==> config.mk <==
export PLATFORM = sky130hd
export DESIGN_NAME = ps2_scancode_rx
export DESIGN_NICKNAME = d
export VERILOG_FILES = /design/src/rtl/ps2_pkg.sv /design/src/rtl/ps2_line_filter.sv /design/src/rtl/ps2_scancode_rx.sv
export SDC_FILE = /design/constraint.sdc
export NUM_CORES = 1
export LEC_CHECK = 0
export BUFFER_PORTS_ARGS = -buffer_cell sky130_fd_sc_hd__buf_2
export CAP_MARGIN = 20
export CELL_PAD_IN_SITES_DETAIL_PLACEMENT = 1
export CELL_PAD_IN_SITES_GLOBAL_PLACEMENT = 1
export CORE_MARGIN = 4
export CORE_UTILIZATION = 43
export DETAILED_ROUTE_END_ITERATION = 8
export GPL_ROUTABILITY_DRIVEN = 0
export GPL_TIMING_DRIVEN = 0
export PLACE_DENSITY_LB_ADDON = 0.1
export REMOVE_ABC_BUFFERS = 1
export SETUP_SLACK_MARGIN = 0.2
export SYNTH_ARGS = -nofsm -noshare
export SYNTH_HDL_FRONTEND = slang
export SYNTH_SLANG_ARGS = --single-unit
==> constraint.sdc <==
create_clock -name clk -period 1.75 [get_ports clk]
set_input_delay 0.175 -clock clk [delete_from_list [all_inputs] [get_ports clk]]
set_output_delay 0.175 -clock clk [all_outputs]
set_load 0.1 [all_outputs]
==> src/rtl/ps2_pkg.sv <==
// Shared types and constants for the PS/2 scan-code receiver.
package ps2_pkg;

    typedef enum logic [1:0] {
        IDLE   = 2'd0,
        DATA   = 2'd1,
        PARITY = 2'd2,
        STOP   = 2'd3
    } frame_state_t;

    localparam logic [7:0] PS2_PREFIX_EXT = 8'hE0;
    localparam logic [7:0] PS2_PREFIX_BRK = 8'hF0;

    localparam logic [7:0] KEY_RIGHT = 8'h74;
    localparam logic [7:0] KEY_LEFT  = 8'h6B;
    localparam logic [7:0] KEY_UP    = 8'h75;
    localparam logic [7:0] KEY_DOWN  = 8'h72;

endpackage

==> src/rtl/ps2_line_filter.sv <==
// Synchronises the raw PS/2 lines and debounces ps2_clk; emits a one-cycle
// pulse when the filtered clock falls, plus the synchronised data level.
module ps2_line_filter #(
    parameter int unsigned FILTER_LEN = 8
) (
    input  logic clk,
    input  logic reset,
    input  logic i_ps2_clk,
    input  logic i_ps2_data,
    output logic o_fall_edge,
    output logic o_data
);

    localparam int unsigned CW = (FILTER_LEN < 2) ? 1 : $clog2(FILTER_LEN);

    logic [1:0]    r_clk_sync;
    logic [1:0]    r_dat_sync;
    logic          r_filt;
    logic [CW-1:0] r_cnt;
    logic          r_fall;
    logic          w_done;

    assign w_done = (r_cnt == CW'(FILTER_LEN - 1));

    // Idle bus level is high, so the chain resets to 1 to avoid a false edge.
    always_ff @(posedge clk or negedge reset) begin
        if (!reset) begin
            r_clk_sync <= '1;
            r_dat_sync <= '1;
        end else begin
            r_clk_sync <= {r_clk_sync[0], i_ps2_clk};
            r_dat_sync <= {r_dat_sync[0], i_ps2_data};
        end
    end

    always_ff @(posedge clk or negedge reset) begin
        if (!reset) begin
            r_filt <= 1'b1;
            r_cnt  <= '0;
            r_fall <= 1'b0;
        end else if (r_clk_sync[1] == r_filt) begin
            r_cnt  <= '0;
            r_fall <= 1'b0;
        end else if (w_done) begin
            r_filt <= r_clk_sync[1];
            r_cnt  <= '0;
            r_fall <= r_filt;
        end else begin
            r_cnt  <= r_cnt + 1'b1;
            r_fall <= 1'b0;
        end
    end

    assign o_fall_edge = r_fall;
    assign o_data      = r_dat_sync[1];

endmodule

==> src/rtl/ps2_scancode_rx.sv <==
// PS/2 device-to-host frame receiver with E0/F0 prefix stripping.
// Optional partial-frame timeout is enabled by defining PS2_TIMEOUT_EN.
module ps2_scancode_rx
    import ps2_pkg::*;
#(
    parameter int unsigned FILTER_LEN     = 8,
    parameter int unsigned TIMEOUT_CYCLES = 50000
) (
    input  logic       clk,
    input  logic       reset,
    input  logic       ps2_clk,
    input  logic       ps2_data,
    output logic       newKey,
    output logic [7:0] keyCode,
    output logic       extended,
    output logic       frame_err
);

    logic w_fall;
    logic w_data;

    ps2_line_filter #(.FILTER_LEN(FILTER_LEN)) u_filter (
        .clk         (clk),
        .reset       (reset),
        .i_ps2_clk   (ps2_clk),
        .i_ps2_data  (ps2_data),
        .o_fall_edge (w_fall),
        .o_data      (w_data)
    );

    frame_state_t r_state, w_state_n;
    logic [2:0]   r_cnt, w_cnt_n;
    logic [7:0]   r_shift, w_shift_n;
    logic         r_par, w_par_n;
    logic         r_ext, w_ext_n;
    logic         r_brk, w_brk_n;
    logic         r_newkey, w_newkey_n;
    logic         r_err, w_err_n;
    logic [7:0]   r_code, w_code_n;
    logic         r_extout, w_extout_n;
    logic         w_timeout;

`ifdef PS2_TIMEOUT_EN
    localparam int unsigned TW = (TIMEOUT_CYCLES < 2) ? 1 : $clog2(TIMEOUT_CYCLES);
    logic [TW-1:0] r_to;

    always_ff @(posedge clk or negedge reset) begin
        if (!reset)
            r_to <= '0;
        else if (w_fall || r_state == IDLE)
            r_to <= '0;
        else
            r_to <= r_to + 1'b1;
    end

    assign w_timeout = (r_state != IDLE) && !w_fall && (r_to == TW'(TIMEOUT_CYCLES - 1));
`else
    logic w_unused_timeout;
    assign w_unused_timeout = (TIMEOUT_CYCLES == 0);
    assign w_timeout        = 1'b0;
`endif

    always_ff @(posedge clk or negedge reset) begin
        if (!reset) begin
            r_state  <= IDLE;
            r_cnt    <= '0;
            r_shift  <= '0;
            r_par    <= 1'b0;
            r_ext    <= 1'b0;
            r_brk    <= 1'b0;
            r_newkey <= 1'b0;
            r_err    <= 1'b0;
            r_code   <= '0;
            r_extout <= 1'b0;
        end else begin
            r_state  <= w_state_n;
            r_cnt    <= w_cnt_n;
            r_shift  <= w_shift_n;
            r_par    <= w_par_n;
            r_ext    <= w_ext_n;
            r_brk    <= w_brk_n;
            r_newkey <= w_newkey_n;
            r_err    <= w_err_n;
            r_code   <= w_code_n;
            r_extout <= w_extout_n;
        end
    end

    always_comb begin
        w_state_n  = r_state;
        w_cnt_n    = r_cnt;
        w_shift_n  = r_shift;
        w_par_n    = r_par;
        w_ext_n    = r_ext;
        w_brk_n    = r_brk;
        w_newkey_n = 1'b0;
        w_err_n    = 1'b0;
        w_code_n   = r_code;
        w_extout_n = r_extout;

        if (w_timeout) begin
            w_state_n = IDLE;
            w_err_n   = 1'b1;
            w_ext_n   = 1'b0;
            w_brk_n   = 1'b0;
        end else if (w_fall) begin
            unique case (r_state)
                IDLE: begin
                    if (!w_data) begin
                        w_state_n = DATA;
                        w_cnt_n   = '0;
                    end
                end
                DATA: begin
                    w_shift_n = {w_data, r_shift[7:1]};
                    w_cnt_n   = r_cnt + 1'b1;
                    if (r_cnt == 3'd7)
                        w_state_n = PARITY;
                end
                PARITY: begin
                    w_par_n   = w_data;
                    w_state_n = STOP;
                end
                STOP: begin
                    w_state_n = IDLE;
                    // Odd parity: data bits plus parity bit must XOR to 1.
                    if (w_data && (^{r_shift, r_par})) begin
                        if (r_shift == PS2_PREFIX_EXT) begin
                            w_ext_n = 1'b1;
                        end else if (r_shift == PS2_PREFIX_BRK) begin
                            w_brk_n = 1'b1;
                        end else begin
                            if (!r_brk) begin
                                w_newkey_n = 1'b1;
                                w_code_n   = r_shift;
                                w_extout_n = r_ext;
                            end
                            w_ext_n = 1'b0;
                            w_brk_n = 1'b0;
                        end
                    end else begin
                        w_err_n = 1'b1;
                        w_ext_n = 1'b0;
                        w_brk_n = 1'b0;
                    end
                end
                default: w_state_n = IDLE;
            endcase
        end
    end

    assign newKey    = r_newkey;
    assign keyCode   = r_code;
    assign extended  = r_extout;
    assign frame_err = r_err;

endmodule
==> impl_metrics.ini <==
[run_status]
status = finished, violations left
violations = hold timing, setup timing

[worst_setup_path]
slowest_delay_ns = 0.47
crit_family = XOR/XNOR gates
start_kind = flip-flop
path_class = reg -> reg
crit_slowest_cell = xnor3_2
crit_fanout = 5
crit_arrival_ns = 2.02
critPathBufInv = 1
crit_chain = xnor2_2, xnor3_2, mux2i_4, buf_6, mux2_4
required_ns = 1.92
endpoint_kind = flip-flop

[logic_synthesis]
yosysTopAreaCellShare = 0.493
synth-main-ff-cell = dfrtp_1
synth_area_um2 = 1570
postSynthAreaPerCell_um2 = 14.8
yosysTopAreaCell = dfrtp_1
synthTopCellsByArea = dfrtp_1 (49%), mux2_2 (14%), dfstp_2 (8.4%)
synth_cell_types = 26
ys_async_sr_fraction = 1.00
ys_seq_area_frac = 0.577
ys_seq_elements = 36
syn_inst = 106
yosys_warnings = 0
synth_edf_count = 0

[pwr]
p_clk_frac = 0.443
p_comb_frac = 0.048
p_seq_frac = 0.509
leakage_nw = 0.975
peakVddDrop_v = 0.000700
intPower_mw = 1.43
swShare = 0.198
power_density_nw_per_um2 = 901
power.switching_mw = 0.354

[drt]
first_pass_iters = 4
viasPerCell = 5.31
ant_nets = 0
routed_wl_mm = 2.89
post_drt_wl_per_cell_um = 15.9
vias = 967
drt-initial-drc-count = 32
drc = 0

[layout]
drive_gt1_frac = 0.500
fin_cells = 182
layout_commonest_cell = dfrtp_1
final_cell_mix = dfrtp_1 (27), buf_2 (14), mux2_2 (11)
syn_to_final_growth_pct = 26.0
n_antenna_cell = 0
nFillCells = 347
post-route-util = 0.576
final_area_um2 = 1980
final_nets = 147

[die]
die_area_um2 = 4690
ios = 15
die_y_um = 68.5
core_area_um2 = 3440
row_count = 21
die_x_um = 68.5
start_util = 0.457

[global_route]
busiest_layer = met2
use_met3 = 0.0443
grt_usage = 0.147
antenna_found_initial = 0
met2_usage = 0.223
grt.met1_usage = 0.200
grt_first_pass_wirelength_mm = 4.95
grt_pass1_vias = 1000
overflow = 0
grt_max_degree = 37

[sta]
min_period_ns = 1.85
skew_ns = 0.00486
hold_viol_final = 31
timing.hold.ws_ns = -0.0409
tightest_slew_ns = 0.785
setup_viol = 9
slew_headroom = 0.476
max_freq_ghz = 0.540
finalCritPeriodShare = 1.06
drv_slew = 0
layout_setup_ws_ns = -0.102
grt_setup_unrepaired = yes

[clocking]
cts_tree = done
clkSlewWorstSetupHoldPaths_ns = 0.07
numCtsBuffers = 5
clockBufferDepth = 2
worstSkewPairLatency_ns = 0.29
cts_root_buf = clkbuf_8
cts.sinks = 36
htreeDepth = 2

[placed_design]
placedInstanceArea_um2 = 1700
pre_cts_slack_ns = -0.263
port_buffers = 14
dp_hpwl_mm = 1.74
dp_cells = 166

[min_path]
min_path_type = in -> async

[flow_run]
drv_cap = 0
[metrics by stage]
step / power [mW] / setup TNS, ns
after global placement: 1.00 / -2.14
after CTS: 1.81 / -0.702
final: 1.78 / -0.818
after detailed placement: 1.01 / -2.52
after floorplan: 0.975 / -0.744
after global routing: 1.89 / -1.35
[sequential cells by signal (all words and copies together), names as in the netlist, 2 cells and up]
| name | count |
|---|---|
| keyCode | 8 |
| r_shift | 8 |
| r_cnt | 3 |
| u_filter.r_cnt | 3 |
| r_state | 2 |
| u_filter.r_clk_sync | 2 |
| u_filter.r_dat_sync | 2 |
[layout make-up]
cell class                      count  area (um^2)  share of cell area
Sequential cell                    36          912               0.460
Multi-Input combinational cell     67          732               0.369
Timing Repair Buffer               22          143              0.0720
Clock buffer                        7         96.3              0.0486
Tap cell                           46         57.6              0.0290
Clock inverter                      1         30.0              0.0152
Inverter                            3         11.3             0.00568
[repair_timing]
action / in CTS / in global routing
setup endpoints to repair: 18 / 26
buffers inserted: 5 / 1
hold endpoints to repair: 2 / 0
pin swaps: 2 / 3
gates resized for setup: 18 / 9
hold buffers: 2 / 0
cloned: 0 / 0
[cell usage after synthesis (2+ instances only)]
library cell	count
and3b_1	2
dfstp_2	5
a32o_1	4
a21oi_1	2
mux2_2	20
nand2_1	5
dfrtp_1	31
xnor2_1	4
o21ai_0	3
ha_1	8
o2111ai_1	2
nor3_1	3
nor2_1	2
inv_1	3
[layer usage]
layer  vias to the layer above  wire length, um
li1                        441                -
met1                       496             1330
met2                        25             1420
met3                         5               95
met4                         0               42
met5                         -                0
[worst paths after layout]
kind	start	end	slack (ns)	depth (start not counted)
worst min-delay path	reset	r_cnt[2]$_DFFE_PN0P_	-0.04	1
worst min register to register	u_filter.r_dat_sync[0]$_DFF_PN1_	u_filter.r_dat_sync[1]$_DFF_PN1_	0.36	0
worst max-delay path	r_shift[4]$_DFFE_PN0P_	extended$_DFFE_PN0P_	-0.10	5
max in group asynchronous	reset	r_shift[5]$_DFFE_PN0P_	1.24	1
worst max register to register	r_shift[4]$_DFFE_PN0P_	extended$_DFFE_PN0P_	-0.10	5
min in group clk	u_filter.r_dat_sync[0]$_DFF_PN1_	u_filter.r_dat_sync[1]$_DFF_PN1_	0.36	0
[power groups by stage]
stage / Sequential, mW / Clock [mW] / Combinational [mW]
floorplan: 0.917 / 0 / 0.0577
global placement: 0.920 / 0 / 0.0815
detailed placement: 0.925 / 0 / 0.0866
CTS: 0.909 / 0.815 / 0.0905
global route: 0.915 / 0.867 / 0.106
finish: 0.908 / 0.790 / 0.0864
[kinds of logic after synthesis]
logic type / synth area share
buf+inv: 0.00716
flops: 0.577
fa+ha+maj: 0.0636
mux: 0.158
compound gates: 0.0660
simple gates: 0.0565
xor+xnor: 0.0724
(Power assumes the default switching activity.)
